--- config.mk ---
export PLATFORM = sky130hd
export DESIGN_NAME = pu_operand_fetch
export DESIGN_NICKNAME = d
export VERILOG_FILES = /design/src/rtl/pu_operand_fetch.sv
export SDC_FILE = /design/constraint.sdc
export NUM_CORES = 1
export LEC_CHECK = 0
export BUFFER_PORTS_ARGS = -buffer_cell sky130_fd_sc_hd__buf_2
export CAP_MARGIN = 20
export CORE_MARGIN = 4
export CORE_UTILIZATION = 61
export CTS_BUF_LIST = sky130_fd_sc_hd__clkbuf_4
export DETAILED_ROUTE_END_ITERATION = 8
export PLACE_DENSITY = 0.88
export SLEW_MARGIN = 0
export SYNTH_ARGS = -nofsm -noshare
export SYNTH_HDL_FRONTEND = slang
export SYNTH_SLANG_ARGS = --single-unit
--- constraint.sdc ---
create_clock -name clk -period 3.6 [get_ports clk]
set_input_delay 0.36 -clock clk [delete_from_list [all_inputs] [get_ports clk]]
set_output_delay 0.36 -clock clk [all_outputs]
set_load 0.01 [all_outputs]
--- src/rtl/pu_operand_fetch.sv ---
`default_nettype none
// ============================================================================
// Module      : pu_operand_fetch
// Description : Operand-fetch stage. Issues register-file reads, forwards
//               in-window writebacks and buffers operand bundles for the ALU.
// Revision    : 1.0 - initial release
// ============================================================================
module pu_operand_fetch #(
    parameter int DATA_WIDTH = 32,
    parameter int ADDR_WIDTH = 4,
    parameter int OP_WIDTH   = 3,
    parameter int FIFO_DEPTH = 3
) (
    input  logic                  clk,
    input  logic                  resetn,
    input  logic                  inst_valid,
    output logic                  inst_ready,
    input  logic [OP_WIDTH-1:0]   inst_op,
    input  logic [ADDR_WIDTH-1:0] inst_src0,
    input  logic [ADDR_WIDTH-1:0] inst_src1,
    input  logic [ADDR_WIDTH-1:0] inst_dst,
    output logic                  rf_rd_req_0,
    output logic [ADDR_WIDTH-1:0] rf_rd_addr_0,
    input  logic [DATA_WIDTH-1:0] rf_rd_data_0,
    output logic                  rf_rd_req_1,
    output logic [ADDR_WIDTH-1:0] rf_rd_addr_1,
    input  logic [DATA_WIDTH-1:0] rf_rd_data_1,
    input  logic                  wb_wr_req,
    input  logic [ADDR_WIDTH-1:0] wb_wr_addr,
    input  logic [DATA_WIDTH-1:0] wb_wr_data,
    output logic                  out_valid,
    input  logic                  out_ready,
    output logic [OP_WIDTH-1:0]   out_op,
    output logic [ADDR_WIDTH-1:0] out_dst,
    output logic [DATA_WIDTH-1:0] out_data_0,
    output logic [DATA_WIDTH-1:0] out_data_1
);

    localparam int c_PTR_W   = (FIFO_DEPTH > 1) ? $clog2(FIFO_DEPTH) : 1;
    localparam int c_CNT_W   = $clog2(FIFO_DEPTH + 1);
    localparam int c_ENTRY_W = OP_WIDTH + ADDR_WIDTH + 2 * DATA_WIDTH;
    localparam logic [c_CNT_W:0]   c_DEPTH    = (c_CNT_W + 1)'(FIFO_DEPTH);
    localparam logic [c_PTR_W-1:0] c_LAST_PTR = c_PTR_W'(FIFO_DEPTH - 1);

    // Inflight (read issued, data due this cycle) bundle
    logic                  r_inflight;
    logic [OP_WIDTH-1:0]   r_op;
    logic [ADDR_WIDTH-1:0] r_dst;
    logic [ADDR_WIDTH-1:0] r_src0;
    logic [ADDR_WIDTH-1:0] r_src1;
    logic                  r_fwd_hit_0;
    logic                  r_fwd_hit_1;
    logic [DATA_WIDTH-1:0] r_fwd_0;
    logic [DATA_WIDTH-1:0] r_fwd_1;

    logic [c_ENTRY_W-1:0]  r_fifo [FIFO_DEPTH];
    logic [c_PTR_W-1:0]    r_wr_ptr;
    logic [c_PTR_W-1:0]    r_rd_ptr;
    logic [c_CNT_W-1:0]    r_count;

    logic                  w_accept;
    logic                  w_push;
    logic                  w_pop;
    logic [c_CNT_W:0]      w_credits_used;
    logic                  w_hit_acc_0;
    logic                  w_hit_acc_1;
    logic                  w_hit_inf_0;
    logic                  w_hit_inf_1;
    logic [DATA_WIDTH-1:0] w_push_data_0;
    logic [DATA_WIDTH-1:0] w_push_data_1;

    // Credit counts the inflight slot so a capture always has room in the FIFO
    assign w_credits_used = {{c_CNT_W{1'b0}}, r_inflight} + {1'b0, r_count};
    assign inst_ready     = resetn && (w_credits_used < c_DEPTH);
    assign w_accept       = inst_valid && inst_ready;

    assign rf_rd_req_0  = w_accept;
    assign rf_rd_req_1  = w_accept;
    assign rf_rd_addr_0 = inst_src0;
    assign rf_rd_addr_1 = inst_src1;

    assign w_hit_acc_0 = wb_wr_req && (wb_wr_addr == inst_src0);
    assign w_hit_acc_1 = wb_wr_req && (wb_wr_addr == inst_src1);
    assign w_hit_inf_0 = wb_wr_req && (wb_wr_addr == r_src0);
    assign w_hit_inf_1 = wb_wr_req && (wb_wr_addr == r_src1);

    // A write in the inflight cycle commits on the capture edge, so it wins
    assign w_push_data_0 = w_hit_inf_0 ? wb_wr_data :
                           r_fwd_hit_0 ? r_fwd_0    : rf_rd_data_0;
    assign w_push_data_1 = w_hit_inf_1 ? wb_wr_data :
                           r_fwd_hit_1 ? r_fwd_1    : rf_rd_data_1;

    always_ff @(posedge clk or negedge resetn) begin
        if (!resetn) begin
            r_inflight  <= 1'b0;
            r_op        <= '0;
            r_dst       <= '0;
            r_src0      <= '0;
            r_src1      <= '0;
            r_fwd_hit_0 <= 1'b0;
            r_fwd_hit_1 <= 1'b0;
            r_fwd_0     <= '0;
            r_fwd_1     <= '0;
        end else begin
            r_inflight <= w_accept;
            if (w_accept) begin
                r_op        <= inst_op;
                r_dst       <= inst_dst;
                r_src0      <= inst_src0;
                r_src1      <= inst_src1;
                r_fwd_hit_0 <= w_hit_acc_0;
                r_fwd_hit_1 <= w_hit_acc_1;
                r_fwd_0     <= wb_wr_data;
                r_fwd_1     <= wb_wr_data;
            end
        end
    end

    assign out_valid = (r_count != '0);
    assign w_push    = r_inflight;
    assign w_pop     = out_valid && out_ready;

    assign {out_op, out_dst, out_data_0, out_data_1} = r_fifo[r_rd_ptr];

    always_ff @(posedge clk or negedge resetn) begin
        if (!resetn) begin
            for (int i = 0; i < FIFO_DEPTH; i++) begin
                r_fifo[i] <= '0;
            end
            r_wr_ptr <= '0;
            r_rd_ptr <= '0;
            r_count  <= '0;
        end else begin
            if (w_push) begin
                r_fifo[r_wr_ptr] <= {r_op, r_dst, w_push_data_0, w_push_data_1};
                r_wr_ptr         <= (r_wr_ptr == c_LAST_PTR) ? '0 : r_wr_ptr + c_PTR_W'(1);
            end
            if (w_pop) begin
                r_rd_ptr <= (r_rd_ptr == c_LAST_PTR) ? '0 : r_rd_ptr + c_PTR_W'(1);
            end
            if (w_push && !w_pop) begin
                r_count <= r_count + c_CNT_W'(1);
            end else if (!w_push && w_pop) begin
                r_count <= r_count - c_CNT_W'(1);
            end
        end
    end

endmodule
`default_nettype wire

# [After elaboration in Yosys (flattened, before gate mapping)]
# Index checks and enable logic that the tools add are counted.
[totals] reg_bits=269 in_bits=120
[op_classes] n_addsub=5 order_cmp=4 n_eq_ne=6 muxes=14 n_bitwise=2 n_reduce_logical=14
[op_table] cell="bitwise mux 213 bit" n=1
[op_table] cell="2-to-1 mux 71 bit" n=3
[op_table] cell="binary-select mux 71 bit (select 2 bit)" n=1
[op_table] cell="demux 71 bit (select 2 bit)" n=1
[op_table] cell="2-to-1 mux 32 bit" n=4
[op_table] cell="equality test 4 bit" n=4
[op_table] cell="logical AND 1 bit" n=10
[op_table] cell="2-to-1 mux 2 bit" n=4
[op_table] cell="adder 2 x 1 -> 2 bit (second input constant)" n=3
[op_table] cell=">= comparator 3 bit (second input constant)" n=2
[op_table] cell="inverter 2 -> 3 bit" n=2
[op_table] cell="equality test 2 bit (second input constant)" n=2
[op_table] cell="nonzero test 2 bit" n=2
[op_table] cell="adder 1 x 2 -> 3 bit" n=1
[op_table] cell="less-than comparator 3 x 1 -> 1 bit (second input constant)" n=1
[op_table] cell="less-than comparator 3 x 2 -> 1 bit (second input constant)" n=1
[op_table] cell="zero test 1 bit" n=2
[op_table] cell="subtractor 2 x 1 -> 2 bit (second input constant)" n=1

# [Logic depth before layout (Yosys ltp)]
# Gate-level depths: netlist of the first run.
[depth] depth_word=6 mapped_depth=8

# [Least setup slack after synthesis of the first run]
# Ideal clock, no wire load.
[synth_timing] path_kind="flip-flop to output port" start="register r_inflight" end="output rf_rd_req_1" arrival_time_ns=1.883 required_time_ns=3.240 setup_slack_ns=1.357 stages_incl_launch_ff=6 cell_sequence="dfrtp_1 ha_1 ha_1 a2111oi_4 buf_2 buf_4"
[synth_between] elab_chain_len=4
[synth_rtl] item="start, declared" line="46" text="logic r_inflight;"
[synth_rtl] item="start signal, assigned" line="105" text="r_inflight <= w_accept;"
[synth_rtl] item="adder 1 x 2 -> 3 bit" line="73" text="assign w_credits_used = {{c_CNT_W{1'b0}}, r_inflight} + {1'b0, r_count};"
[synth_rtl] item="less-than comparator 3 x 2 -> 1 bit" line="74" text="assign inst_ready = resetn && (w_credits_used < c_DEPTH);"
[synth_rtl] item="logical AND 1 bit" line="74"
[synth_rtl] item="logical AND 1 bit" line="75" text="assign w_accept = inst_valid && inst_ready;"
[synth_rtl] item="end, declared" line="25" text="output logic rf_rd_req_1,"
# Every way passes these cells.

# [Worst setup path after layout of the first run]
[layout_timing] start="register r_inflight" end="output rf_rd_req_0"
[layout_between] elab_chain_len=4
[layout_rtl] item="adder 1 x 2 -> 3 bit" line="73"
[layout_rtl] item="less-than comparator 3 x 2 -> 1 bit" line="74"
[layout_rtl] item="logical AND 1 bit" line="74"
[layout_rtl] item="logical AND 1 bit" line="75"
[layout_rtl] item="end, declared" line="22" text="output logic rf_rd_req_0,"
# Every way passes these cells.

==> flow_summary.ini, run 1 <==
[hold_path]
hp-class = input pin to register

[yosys]
synthMuxAreaShare_pct = 14.97
syn_area_um2 = 15690
yosysTopAreaCell = dfrtp_1
synthesis.nets = 1730
netlist_instances = 1607
yosys-top-cells-area = dfrtp_1 (43%), mux2_2 (8.4%), nand2_1 (8.1%)
ys_seq_elements = 269
synth_seq_area_share_pct = 42.90
synthXorXnorAreaFrac_pct = 1.068
synth_top_family_by_area = simple AND/OR/NAND/NOR gates
synth_common_cells = nand2_1 (340), dfrtp_1 (269), mux2_2 (117), o21ai_0 (109), mux2i_1 (103)
synth_top_area_share_pct = 42.90
async_flop_share_pct = 100.0
ys_warn_count = 0
yosysMostFrequentCell = nand2_1
synth-edff-count = 0
synth-compound-area-share_pct = 15.61
yosys.area_share.adder_pct = 0.2392
yosysUniqueCellTypes = 44
ys.flop_type = dfrtp_1
syn_area_per_cell_um2 = 9.765
yosys.area_share.simple_pct = 19.53

[floorplanning]
dieWidth_um = 168.4
die_area_um2 = 28360
placementRows = 58
die_y_um = 168.4
io-pin-count = 203
start_util_pct = 62.14
fp.coreArea_um2 = 25250

[place]
port_buffers = 202
place.gp.congestion = 0.9139
hpwlAfterDp_um = 29770

[detailed_routing]
drt-initial-drc-count = 1750
drt.antenna.violating_nets = 0
via_per_inst = 6.591
dr.pass1.iters = 6
vias = 14290
wl_per_cell_um = 22.11
drc = 0
drt-total-wl_um = 47940

[setup_path]
path_max_fanout = 55
endpoint_kind = primary output
cp_cell_sequence = ha_1 > ha_1 > a2111oi_4 > buf_12 > buf_2
crit_buf_inv = 2
cpPeakStageDelay_ps = 490
required_ps = 3240
cp-start-kind = register
crit_family = adder cells
crit_arrival_ps = 2770
worst_path_most_repeated_cell = ha_1
crit_type = register to primary output
crit_slowest_cell = dfrtp_1

[timing]
setup_viol = 0
finalMaxSlewViolations = 0
hold_violations = 0
fin_crit_sh_pct = 87.02
max_freq_mhz = 319.2
worst_slew_pin_slew_ps = 1070
rsz0062_at_grt = false
finClkSkew_ps = 53.61
fin_crit_ps = 3133
slew_headroom_pct = 28.68
finalSetupTns_ps = 0

[clock_tree]
worstSkewPairLatency_ps = 700
cts_root_buf = clkbuf_4
cts_htree_levels = 3
cts_tree = built
cts.clk_slew.worst_paths_ps = 60
clockBufferDepth = 3
numCtsBuffers = 74
post_cts_buffers = 0
post_cts_resized = 0
clock-sinks = 269

[finish]
num-fill-cells = 1805
n_antenna_cell = 0
fin_nets = 1914
fin_util_pct = 71.34
syn2layout_area_growth_pct = 14.81
drive_gt1_share_pct = 29.05

[job]
maxCapViolCount = 0

[global_route]
grt_overflow = 0
grt_use_total_pct = 32.67
grt_pass1_vias = 14070
grt_pass1_wl_um = 74530
antenna_found_initial = 4
grt_max_degree = 88

[power_and_ir_drop]
p_leak_nw = 7.994
power_density_nw_per_um2 = 860.3
max-vdd-ir-drop_v = 0.0005008

[status]
outcome = finished, final reports clean
## power by group
part	total (mW)	internal [mW]	leakage, nW	switching, mW
Clock	2.80	1.48	0.554	1.32
Sequential	5.67	4.56	3.23	1.12
Combinational	7.03	2.87	4.21	4.16
Total	15.5	8.90	7.99	6.60
## layout make-up
cell class	count	area [µm²]	area share, %
Clock inverter	11	72.57	0.4028
Multi-Input combinational cell	1165	8138	45.17
Tap cell	330	412.9	2.292
Clock buffer	112	840.8	4.667
Sequential cell	269	6736	37.39
Inverter	8	30.03	0.1667
Timing Repair Buffer	273	1787	9.917
## cells by family (layout without fill, tap and decap cells)
| family | count (synthesis) | in the layout |
|---|---|---|
| simple gates | 587 | 587 |
| compound gates | 338 | 338 |
| flops | 269 | 269 |
| mux | 220 | 220 |
| buf+inv | 173 | 404 |
| xor+xnor | 17 | 17 |
| fa+ha+maj | 3 | 3 |
## layer usage
metal / up-vias / GRT usage (%) / share of wire, %
met3: 196 / 7.514 / 10
met1: 6937 / 40.71 / 37
met5: - / 0 / 0.13
met4: 8 / 15.77 / 5.0
met2: 905 / 53.98 / 48
li1: 6244 / - / -
## registers in the layout, summed over array words and instances, names as in the netlist
register	count
r_src1	4
r_inflight	1
r_op	3
r_rd_ptr	2
r_fwd_1	32
r_wr_ptr	2
r_fifo	213
r_src0	4
r_fwd_hit_1	1
r_fwd_hit_0	1
r_count	2
r_dst	4
## cell usage in the layout, fill, tap and decap left out, types with 11 or more instances in the layout
cell type	n
a22oi_1	32
a2bb2oi_1	32
a31oi_1	32
and4_1	33
buf_2	201
buf_4	24
clkbuf_4	112
dfrtp_1	267
dlygate4sd3_1	37
mux2_2	117
mux2i_1	103
nand2_1	340
nand4_1	34
nor2_1	33
nor2b_1	32
nor4_1	18
nor4_2	14
nor4bb_1	32
o211ai_1	32
o21ai_0	109
o31ai_1	64
o31ai_2	32
or3_1	32
xor2_1	11
## timing repair
item,4_1_cts,5_1_grt
hold endpoints to repair,85,0
endpoints found under the setup margin,0,0
hold buffers,37,0
## worst register-to-register path: cells and delay by family, from the launching register on
kind / cells / cell delay (ps)
AO/OA/AOI/OAI: 1 / 210
buffers and inverters: 1 / 510
flip-flops: 1 / 490
AND/OR/NAND/NOR: 3 / 1160
## metrics by stage
step	cells	instance area (µm²)	total power, mW	hold WS [ps]	worst slack, ps
global placement	2005	16660	12.12	224.5	1218
CTS	2166	17970	15.35	0.4371	440.0
detailed placement	2006	16690	12.52	229.8	1125
global route	2168	18020	16.40	15.59	347.3
finish	2168	18020	15.50	21.43	467.3
floorplan	1607	15690	10.16	64.41	1357
## final timing paths
| check | start | to | slack (ps) | cells after the start |
|---|---|---|---|---|
| max | r_inflight | rf_rd_req_0 | 470 | 5 |
| min | wb_wr_data[28] | r_fifo[60] | 20 | 3 |
| max reg2reg | r_inflight | r_fifo[194] | 1120 | 5 |
| min reg2reg | r_fifo[30] | r_fifo[30] | 480 | 2 |
| max in group asynchronous | resetn | r_fifo[209] | 1850 | 4 |
| min in group asynchronous | resetn | r_fifo[132] | 110 | 2 |
(Power assumes the default switching activity.)
==> run 2, diff against run 1 <==
--- a/config.mk
+++ b/config.mk
@@ -11,6 +11,7 @@
 export CORE_UTILIZATION = 61
 export CTS_BUF_LIST = sky130_fd_sc_hd__clkbuf_4
 export DETAILED_ROUTE_END_ITERATION = 8
+export HOLD_SLACK_MARGIN = 0.06
 export PLACE_DENSITY = 0.88
 export SLEW_MARGIN = 0
 export SYNTH_ARGS = -nofsm -noshare
==> run 2 against run 1 <==
Critical path depth stayed put. Critical endpoint unchanged. Fmax grew 0.14%. Cell area rose by 0.67%. Clock power is essentially flat. Register-to-register slack improved by 20 ps. Die area unchanged. Sequential cell count is the same. Wire length up 0.26%. Final cell count increased by 0.55%. First-iteration DRC count is 2.7% higher. Largest cell class unchanged. Via count up 0.45%.
==> flow_summary.ini, run 2 (same netlist as run 1, synthesis figures left out) <==
[timing]
fin_crit_sh_pct = 86.90
finClkSkew_ps = 54.52
worst_slew_pin_slew_ps = 1055
finalSetupTns_ps = 0
fin_crit_ps = 3128
rsz0062_at_grt = false
setup_viol = 0
hold_violations = 0
finalMaxSlewViolations = 0
max_freq_mhz = 319.7
slew_headroom_pct = 29.65

[clock_tree]
cts.clk_slew.worst_paths_ps = 60
worstSkewPairLatency_ps = 700
postCtsHoldBufs = 49
clock-sinks = 269
cts_root_buf = clkbuf_4
post_cts_resized = 0
cts_tree = built
numCtsBuffers = 74
clockBufferDepth = 3
post_cts_buffers = 0
cts_htree_levels = 3

[floorplanning]
io-pin-count = 203
die_area_um2 = 28360
die_y_um = 168.4
fp.coreArea_um2 = 25250
start_util_pct = 62.14
placementRows = 58
dieWidth_um = 168.4

[setup_path]
crit_slowest_cell = dfrtp_1
reg2regPathDepth = 5
cpPeakStageDelay_ps = 490
rrSetupSlack_ps = 1140
required_ps = 3240
path_max_fanout = 55
cp-start-kind = register
crit_arrival_ps = 2770
cp_cell_sequence = ha_1 > ha_1 > a2111oi_4 > buf_12 > buf_2
endpoint_kind = primary output
startpoint = r_inflight
reg2reg_from = r_inflight
crit_type = register to primary output
worst_path_most_repeated_cell = ha_1

[detailed_routing]
wl_met1_um = 17510
dr.pass1.iters = 6
drt.antenna.violating_nets = 0
dr_wl_met3_um = 5159
wl_met2_um = 22740
via_per_inst = 6.584
routed.top_layer = met5
drt-initial-drc-count = 1797
wl_per_cell_um = 22.05
drc = 0
vias = 14350
drt-total-wl_um = 48070

[finish]
multi_input_area_um2 = 8138
seq_area_um2 = 6736
num-fill-cells = 1791
top_regs = r_fifo (213), r_fwd_1 (32)
final_common_cell = nand2_1
syn2layout_area_growth_pct = 15.58
final_cell_mix = nand2_1 (340), dfrtp_1 (267), buf_2 (201)
regMostFlops = r_fifo
fin_util_pct = 71.82
n_antenna_cell = 0
largest_register_ffs = 213
fin_nets = 1926
drive_gt1_share_pct = 28.86

[power_and_ir_drop]
p_leak_nw = 8.044
max-vdd-ir-drop_v = 0.0005086
power_density_nw_per_um2 = 854.3

[global_route]
grt_pass1_vias = 14150
grt_use_total_pct = 32.95
grt_overflow = 0
grt_pass1_wl_um = 75090
antenna_found_initial = 4
grt_max_degree = 88

[job]
maxCapViolCount = 0

[place]
port_buffers = 202
hpwlAfterDp_um = 29770
place.gp.congestion = 0.9139

[status]
outcome = finished, final reports clean

[hold_path]
hp-class = input pin to asynchronous set/reset pin
## run 2: changes by cell type in the layout (fill, tap and decap cells not counted)
| cell | delta |
|---|---|
| dlygate4sd3_1 | +12 |
## run 2: per-stage QoR
stage / power [mW] / setup WS [ps] / std cells / hold slack, ps / area, µm²
global route: 16.42 / 345.4 / 2180 / 102.3 / 18140
global placement: 12.12 / 1218 / 2005 / 224.5 / 16660
CTS: 15.36 / 440.0 / 2178 / 62.27 / 18090
floorplan: 10.16 / 1357 / 1607 / 64.41 / 15690
finish: 15.49 / 471.7 / 2180 / 103.3 / 18140
detailed placement: 12.52 / 1125 / 2006 / 229.8 / 16690
## run 2: cell type report
type,instances,share of cell area [%]
clock buffers,112,4.636
clock inverters,11,0.4001
inverters,8,0.1656
multi-input cells,1165,44.87
flip-flops and latches,269,37.14
well taps,330,2.276
repair buffers,285,10.51
## run 2: worst paths after layout
check | to
worst max-delay path | rf_rd_req_0
max in group asynchronous | r_fifo[209]
worst min-delay path | r_fifo[54]
worst max register to register | r_fifo[194]
min in group clk | r_fifo[148]
worst min register to register | r_fifo[140]
## run 2: routing by layer
layer / global-route usage [%] / vias up
met4: 16.51 / 8
li1: - / 6268
met5: 0 / -
met2: 54.07 / 939
met3: 7.255 / 204
met1: 41.33 / 6935
## run 2: power by group
group	total [mW]	internal, mW	switching (mW)
clock	2.79	1.48	1.31
combinational	7.03	2.88	4.15
sequential	5.68	4.56	1.12
## run 2: critical path: cells and delay by family (launching register included)
family	cells	cell delay, ps
buf+inv	2	540
fa+ha+maj	2	580
compound gates	1	420
flops	1	490
